==> src/rtl/sipo_lane_arbiter.sv <==
// Round-robin arbiter sharing one serial-to-parallel deserializer among NUM_REQ lanes;
// each completed word is presented with its source lane ID on a valid/ready port.
module sipo_lane_arbiter #(
  parameter int WIDTH     = 8,
  parameter int NUM_REQ   = 4,
  parameter int SHIFT_DIR = 0
) (
  input  logic                       clk,
  input  logic                       reset_n,
  input  logic [NUM_REQ-1:0]         req,
  input  logic [NUM_REQ-1:0]         ser_in,
  input  logic [NUM_REQ-1:0]         ser_valid,
  output logic [NUM_REQ-1:0]         grant,
  output logic [WIDTH-1:0]           out_data,
  output logic [$clog2(NUM_REQ)-1:0] out_id,
  output logic                       out_valid,
  input  logic                       out_ready,
  output logic                       busy,
  output logic                       abort
);
  localparam int IDW = $clog2(NUM_REQ);
  localparam int CW  = $clog2(WIDTH);

  typedef enum logic [1:0] {IDLE, SHIFT, HOLD} state_t;

  state_t           state, state_nx;
  logic [IDW-1:0]   ptr, ptr_nx;
  logic [CW-1:0]    cnt, cnt_nx;
  logic [WIDTH-1:0] shreg, shreg_nx;
  logic [NUM_REQ-1:0] grant_nx;
  logic [WIDTH-1:0] data_nx;
  logic [IDW-1:0]   id_nx;
  logic             valid_nx;
  logic             abort_nx;

  logic             found;
  logic [IDW-1:0]   pick;
  logic [IDW:0]     cand;
  logic [CW-1:0]    pos;
  logic [WIDTH-1:0] word;

  // Search upward from the lane after the last grant, wrapping, so the last winner ranks lowest.
  always_comb begin
    found = 1'b0;
    pick  = '0;
    cand  = '0;
    for (int i = 1; i <= NUM_REQ; i++) begin
      cand = {1'b0, ptr} + (IDW+1)'(i);
      if (cand >= (IDW+1)'(NUM_REQ)) cand = cand - (IDW+1)'(NUM_REQ);
      if (!found && req[cand[IDW-1:0]]) begin
        found = 1'b1;
        pick  = cand[IDW-1:0];
      end
    end
  end

  assign pos  = (SHIFT_DIR != 0) ? CW'(WIDTH-1) - cnt : cnt;
  assign busy = (state != IDLE);

  always_comb begin
    state_nx = state;
    ptr_nx   = ptr;
    cnt_nx   = cnt;
    shreg_nx = shreg;
    grant_nx = grant;
    data_nx  = out_data;
    id_nx    = out_id;
    valid_nx = out_valid;
    abort_nx = 1'b0;
    word     = shreg;
    word[pos] = ser_in[ptr];
    case (state)
      IDLE: begin
        if (found) begin
          state_nx       = SHIFT;
          grant_nx       = '0;
          grant_nx[pick] = 1'b1;
          ptr_nx         = pick;
          cnt_nx         = '0;
          shreg_nx       = '0;
        end
      end
      SHIFT: begin
        // A dropped request wins over a final-bit capture on the same edge.
        if (!req[ptr]) begin
          state_nx = IDLE;
          grant_nx = '0;
          cnt_nx   = '0;
          abort_nx = 1'b1;
        end else if (ser_valid[ptr]) begin
          if (cnt == CW'(WIDTH-1)) begin
            state_nx = HOLD;
            grant_nx = '0;
            cnt_nx   = '0;
            data_nx  = word;
            id_nx    = ptr;
            valid_nx = 1'b1;
          end else begin
            shreg_nx = word;
            cnt_nx   = cnt + 1'b1;
          end
        end
      end
      HOLD: begin
        if (out_valid && out_ready) begin
          state_nx = IDLE;
          valid_nx = 1'b0;
        end
      end
      default: state_nx = IDLE;
    endcase
  end

  always_ff @(posedge clk or negedge reset_n) begin
    if (!reset_n) begin
      state     <= IDLE;
      ptr       <= IDW'(NUM_REQ-1);
      cnt       <= '0;
      shreg     <= '0;
      grant     <= '0;
      out_data  <= '0;
      out_id    <= '0;
      out_valid <= 1'b0;
      abort     <= 1'b0;
    end else begin
      state     <= state_nx;
      ptr       <= ptr_nx;
      cnt       <= cnt_nx;
      shreg     <= shreg_nx;
      grant     <= grant_nx;
      out_data  <= data_nx;
      out_id    <= id_nx;
      out_valid <= valid_nx;
      abort     <= abort_nx;
    end
  end
endmodule
==> config.mk <==
export PLATFORM = sky130hd
export DESIGN_NAME = sipo_lane_arbiter
export DESIGN_NICKNAME = d
export VERILOG_FILES = /design/src/rtl/sipo_lane_arbiter.sv
export SDC_FILE = /design/constraint.sdc
export NUM_CORES = 1
export LEC_CHECK = 0
export BUFFER_PORTS_ARGS = -buffer_cell sky130_fd_sc_hd__buf_2
export CORE_UTILIZATION = 58
export DETAILED_ROUTE_END_ITERATION = 7
export MAX_ROUTING_LAYER = met4
export PLACE_DENSITY = 0.83
export SETUP_SLACK_MARGIN = 0.05
export SKIP_CTS_REPAIR_TIMING = 1
export SLEW_MARGIN = 30
export SYNTH_ARGS = -nofsm -noshare
export SYNTH_HDL_FRONTEND = slang
export SYNTH_SLANG_ARGS = --single-unit
==> constraint.sdc <==
create_clock -name clk -period 3.6 [get_ports clk]
set_input_delay 0 -clock clk [delete_from_list [all_inputs] [get_ports clk]]
set_output_delay 0 -clock clk [all_outputs]
set_load 0.01 [all_outputs]
==> summary.txt, run 1 <==
number of sinks handled by clock tree synthesis -> 31
worst reg-to-reg setup slack -> 1100 ps
TritonRoute pass-1 iters -> 4
final instance area -> 1908 µm²
pre-CTS WS -> 1098 ps
clock transition time at the flip-flop clock pins of the worst setup and hold paths -> 100 ps
cell taking the most area after synthesis -> dfrtp_1
power per cell area -> 654.7 nW/µm²
register bit count reported by yosys -> 31
post-synthesis to final-layout area growth -> 15.01%
max-capacitance violation count -> 0
Critical path buffers and inverters -> 0
required time at the endpoint of the critical path -> 3820 ps
overall die area -> 3079 µm²
most repeated cell in the gate-level netlist after synthesis -> nand2_1
reg2reg start -> ptr[0]
number of non-filler instances in the completed layout -> 238
root buffer cell -> clkbuf_4
critical path arrival -> 2720 ps
final total negative setup slack -> 0 ps
Total Nets Final -> 223
sequential-to-total area share from yosys stat -> 46.91%
Residual DRC -> 0
starting density of the core -> 60.69%
Detailed Route Iter0 Violations -> 53
cell types with the largest area share after synthesis -> dfrtp_1 44%, a21o_1 8.1%, nand2_1 7.7%
endpoint of the most critical register-to-register path -> out_id[0]
top post-synthesis cells by count -> 34 x nand2_1, 29 x dfrtp_1, 18 x a21o_1, 18 x a21oi_1, 10 x nor2_1
average vias per placed instance -> 5.882
Worst Hold End -> state[0]
class of the most critical hold timing path -> in2reg
min setup slack post-route -> 1100 ps
dominant cell type by count on the critical path -> mux2i_1
post-synthesis cell type count -> 35
maximum single-stage delay on the critical path -> 700 ps
CP Cell Sequence -> mux2i_1 > mux2i_1 > nand4_1 > mux2_1
worst hold path stage count -> 5
synthesized instance count -> 174
start-to-end type of the worst setup path -> reg2reg
count of warnings emitted by yosys -> 0
post-route fraction of the period consumed by the critical path -> 69.44%
share of cells above drive strength 1 -> 24.15%
total power -> 1249 µW
x dimension of the die -> 55.49 µm
number of cells on the critical path -> 4
Leak Pwr -> 0.001067 µW
via count -> 1400
core box area -> 2734 µm²
Placement Rows -> 19
maximum number of pins on one net before global-route repair -> 32
setup repair after global routing missed its margin -> false
clock latency of the later-clocked register in the worst-skew pair -> 330 ps
total placed instance area -> 1802 µm²
R2R cell count -> 4
CTS H-tree depth -> 2
final max-slew violation count -> 0
fraction of synthesized cell area taken by the top area cell type -> 43.74%
number of buffers between clock root and the deepest sink -> 2
most instantiated flip-flop cell in the synthesis netlist -> dfrtp_1
antenna diode instance count -> 0
global-route wire length before repair -> 5.664 mm
total global routing overflow -> 0
GRT Overall Usage -> 24.45%
overall die height -> 55.49 µm
half-perimeter wire length after detailed placement -> 2.459 mm
element type at the critical path start -> flip-flop
vias in the first global route -> 1314
share of synthesized registers carrying an async set or reset -> 100.0%
Hold Crit Start -> req[2]
Slew Limit Headroom -> 45.93%
clock tree from TritonCTS -> yes
IO buf count -> 31
top cell family by delay on the critical path -> multiplexers
wire length reported by the detailed router -> 3.395 mm
maximum vdd drop -> 537.5 µV
average size of a mapped cell -> 9.535 µm²
start point of the critical path -> ptr[0]
number of enable-type register cells in the synthesized netlist -> 0
average wire per standard cell -> 14.26 µm
Tightest Pin Transition -> 808.6 ps
Setup crit end kind -> flip-flop
Layout Skew -> 9.339 ps
cell area after synthesis -> 1659 µm²
endpoints failing setup -> 0
outcome -> complete, no violations
post-layout minimum cycle time -> 2500 ps
Peak Freq -> 400.0 MHz
GP Congestion -> 0.8495
Hold Vio Cnt, Final -> 0
instance count after placement with tap cells included -> 228
cell type of the slowest stage on the worst timing path -> nand4_1
num ports -> 32
number of buffers inserted during clock tree synthesis -> 5
Net Count, Synth -> 191
critical path peak fanout -> 20
final antenna-violating net count -> 0
number of antenna violations at the first check in global routing -> 0
## final cells by class
type                    instances  area [µm²]
inverters                       3       11.26
fillers                       209       825.8
well taps                      31       38.79
multi-input cells             132       818.3
clock inverters                 2       35.03
repair buffers                 33       175.2
clock buffers                   6       51.30
flip-flops and latches         31       778.2
## per-layer routing
layer  GRT usage [%]  part of all wire (%)  up-vias
li1                -                     -      681
met4           8.214                   1.1        0
met3           6.557                   4.4        5
met5               -                     0        -
met2           39.41                    51       41
met1           29.94                    43      673
## placed cells by master, fill, tap and decap left out, types with 2 or more instances in the layout
| cell type | instances |
|---|---|
| o31ai_1 | 2 |
| buf_2 | 31 |
| a22o_1 | 2 |
| o21ai_0 | 4 |
| or2b_1 | 2 |
| clkbuf_4 | 5 |
| dlygate4sd3_1 | 2 |
| nor4_1 | 2 |
| and2_1 | 2 |
| nand3_1 | 5 |
| a21oi_1 | 18 |
| ha_1 | 2 |
| o41ai_2 | 2 |
| a21o_1 | 18 |
| nand2_1 | 34 |
| mux2i_1 | 3 |
| nor2b_1 | 7 |
| nand2b_1 | 5 |
| dfstp_2 | 2 |
| dfrtp_1 | 29 |
| a211o_1 | 2 |
| inv_1 | 3 |
| mux4_2 | 2 |
| nor2_1 | 10 |
## registers in the layout, indices dropped and copies added, names as in the netlist
name	cells
out_valid	1
shreg	8
grant	4
cnt	3
abort	1
ptr	2
state	2
out_data	8
out_id	2
## through the flow
step	utilization (%)	hold WS, ps
after global routing	69.79	214.6
after CTS	69.06	-293.6
after detailed placement	65.90	73.29
after global placement	65.90	61.17
after floorplan	-	-295.6
final	69.79	159.2
## how the worst max path moves through the flow
stage / to
after floorplan: out_id[0]
after global placement: out_id[0]
after detailed placement: out_id[0]
after CTS: out_id[0]
after global routing: out_id[0]
final: out_id[0]
## where the power goes
part           internal, µW  switching [µW]  total (µW)
clock                   164             125         289
combinational           190             262         452
sequential              419            88.8         508
## cells by family after synthesis
group	Yosys count	share of synthesized area, %
flip-flops	31	46.91
AO/OA/AOI/OAI	50	20.89
buffers and inverters	11	3.771
multiplexers	7	5.882
adder cells (fa/ha/maj)	2	1.508
AND/OR/NAND/NOR	73	21.04
## tightest hold or removal path: stages
cell and delay (ps):
buf_2 120, nor4_1 70, nor2_1 90, a21oi_1 50, nor2_1 110
Note: power is estimated with default switching activity, not from simulation.
==> inputs of run 2 (changes only) <==
- CORE_UTILIZATION: 58 -> 54
- PLACE_DENSITY: 0.83 -> 0.78
- clock period: 3.6 -> 2.6 ns (I/O delays scaled with it)
==> run 2 against run 1 <==
  * The flow now finishes with violations (DRC)
  * First-iteration DRC count rose by 9.4%
  * Total power rose by 38%
  * Fmax rose by 21%
  * Hold slack got worse by 44 ps
  * Sequential share of layout area fell by 0.16 points
  * Cell count rose by 0.42%
  * Via count fell by 2.4%
  * Clock power rose by 39%
  * Design area rose by 0.39%
  * Register-to-register slack got worse by 560 ps
  * Critical path type unchanged
==> summary.txt, run 2 (synthesis results as in run 1) <==
outcome -> finished with violations (was complete, no violations)
violations in the final reports -> DRC
Peak Freq -> 484.3 MHz (was 400.0 MHz)
endpoints failing setup -> 0 (unchanged)
most utilized layer in the global route result -> met2 (unchanged)
via count -> 1367 (was 1400)
CTS H-tree depth -> 2 (unchanged)
average wire per standard cell -> 14.42 µm (was 14.26 µm)
antenna diode instance count -> 0 (unchanged)
TritonRoute pass-1 iters -> 6 (was 4)
average vias per placed instance -> 5.720 (was 5.882)
total global routing overflow -> 0 (unchanged)
Leak Pwr -> 0.001071 µW (was 0.001067 µW)
Setup crit end kind -> flip-flop (unchanged)
share of cells above drive strength 1 -> 24.52% (was 24.15%)
final antenna-violating net count -> 0 (unchanged)
setup repair after global routing missed its margin -> false (unchanged)
wire length reported by the detailed router -> 3.446 mm (was 3.395 mm)
overall die height -> 57.43 µm (was 55.49 µm)
root buffer cell -> clkbuf_4 (unchanged)
post-synthesis to final-layout area growth -> 15.46% (was 15.01%)
worst hold path stage count -> 5 (unchanged)
largest registers ranked by flip-flop count -> out_data x8, shreg x8, grant x4 (unchanged)
post-route fraction of the period consumed by the critical path -> 79.42% (was 69.44%)
global-route met3 utilization -> 6.576% (was 6.557%)
max-capacitance violation count -> 0 (unchanged)
vias in the first global route -> 1387 (was 1314)
starting density of the core -> 58.65% (was 60.69%)
number of buffers between clock root and the deepest sink -> 2 (unchanged)
global-route wire length before repair -> 6.189 mm (was 5.664 mm)
most frequent cells in the layout -> 34 x nand2_1, 31 x buf_2, 29 x dfrtp_1 (unchanged)
start-to-end type of the worst setup path -> reg2reg (unchanged)
maximum number of pins on one net before global-route repair -> 32 (unchanged)
Hold Crit Start -> req[2] (unchanged)
IO buf count -> 31 (unchanged)
clock tree from TritonCTS -> yes (unchanged)
number of buffers inserted during clock tree synthesis -> 5 (unchanged)
critical path peak fanout -> 20 (unchanged)
half-perimeter wire length after detailed placement -> 2.441 mm (was 2.459 mm)
class of the most critical hold timing path -> in2reg (unchanged)
Hold Vio Cnt, Final -> 0 (unchanged)
Total Nets Final -> 224 (was 223)
number of sinks handled by clock tree synthesis -> 31 (unchanged)
number of antenna violations at the first check in global routing -> 0 (unchanged)
Tightest Pin Transition -> 668.9 ps (was 808.6 ps)
GR met1 Demand/Resource -> 31.85% (was 29.94%)
final max-slew violation count -> 0 (unchanged)
x dimension of the die -> 57.43 µm (was 55.49 µm)
overall die area -> 3298 µm² (was 3079 µm²)
element type at the critical path start -> flip-flop (unchanged)
post-layout minimum cycle time -> 2065 ps (was 2500 ps)
clock latency of the later-clocked register in the worst-skew pair -> 340 ps (was 330 ps)
num ports -> 32 (unchanged)
total of fill cells in the finished design -> 222 (was 209)
leading cell type in the layout, fill and taps excluded -> nand2_1 (unchanged)
GRT Overall Usage -> 25.57% (was 24.45%)
tightest hold margin -> 115.2 ps (was 159.2 ps)
required time at the endpoint of the critical path -> 2820 ps (was 3820 ps)
reg2reg start -> ptr[0] (unchanged)
Layout Skew -> 13.96 ps (was 9.339 ps)
CP Cell Sequence -> mux4_2 > nand4_1 > buf_4 > mux2_1 (was mux2i_1 > mux2i_1 > nand4_1 > mux2_1)
start point of the critical path -> ptr[0] (unchanged)
Detailed Route Iter0 Violations -> 58 (was 53)
critical path arrival -> 2280 ps (was 2720 ps)
Placement Rows -> 19 (unchanged)
Slew Limit Headroom -> 55.41% (was 45.93%)
Residual DRC -> 1 (was 0)
final total negative setup slack -> 0 ps (unchanged)
maximum single-stage delay on the critical path -> 650 ps (was 700 ps)
R2R cell count -> 4 (unchanged)
cell type of the slowest stage on the worst timing path -> dfstp_2 (was nand4_1)
maximum vdd drop -> 580.1 µV (was 537.5 µV)
core box area -> 2829 µm² (was 2734 µm²)
GP Congestion -> 0.8878 (was 0.8495)
Global Route met2 Usage -> 39.87% (was 39.41%)
clock transition time at the flip-flop clock pins of the worst setup and hold paths -> 110 ps (was 100 ps)
power per cell area -> 900.7 nW/µm² (was 654.7 nW/µm²)
run 2: critical path: cells and delay by family (launching register included):
kind | cells | cell delay [ps]
buffers and inverters | 1 | 240
flip-flops | 1 | 650
multiplexers | 2 | 930
AND/OR/NAND/NOR | 1 | 120
run 2: through the flow:
| step | worst slack [ps] | power (µW) | instances | area (µm²) | util (%) |
|---|---|---|---|---|---|
| final | 535.0 | 1725 | 239 | 1916 | 67.71 |
| after global placement | 601.5 | 1298 | 229 | 1809 | 63.95 |
| after detailed placement | 557.2 | 1323 | 229 | 1809 | 63.95 |
| after global routing | 425.8 | 1845 | 239 | 1916 | 67.71 |
| after floorplan | 714.0 | 1194 | 174 | 1659 | - |
| after CTS | 530.3 | 1729 | 237 | 1896 | 67.01 |
run 2: cell type report:
cell class | instances | area (µm²) | share of cell area [%]
clock buffer | 6 | 51.30 | 2.678
clock inverter | 2 | 35.03 | 1.829
inverter | 3 | 11.26 | 0.5879
multi-input combinational | 132 | 818.3 | 42.72
sequential | 31 | 778.2 | 40.63
tap | 31 | 38.79 | 2.025
timing repair buffer | 34 | 182.7 | 9.536
run 2: report_power, final:
part / switching, µW / internal (µW) / total, µW
registers: 120 / 580 / 700
logic: 361 / 263 / 624
clock network: 174 / 227 / 401
run 2: final timing paths:
kind	to	slack (ps)
setup / recovery	out_id[0]	540
hold / removal	state[0]	120
setup reg to reg	out_id[0]	540
hold reg to reg	out_data[2]	480
max in group asynchronous	out_id[0]	1950
min in group asynchronous	cnt[2]	220
run 2: per-layer routing:
layer / routed length [µm] / up-vias
li1: - / 676
met4: 50 / 0
met3: 164 / 8
met2: 1696 / 45
met1: 1535 / 638
met5: 0 / -
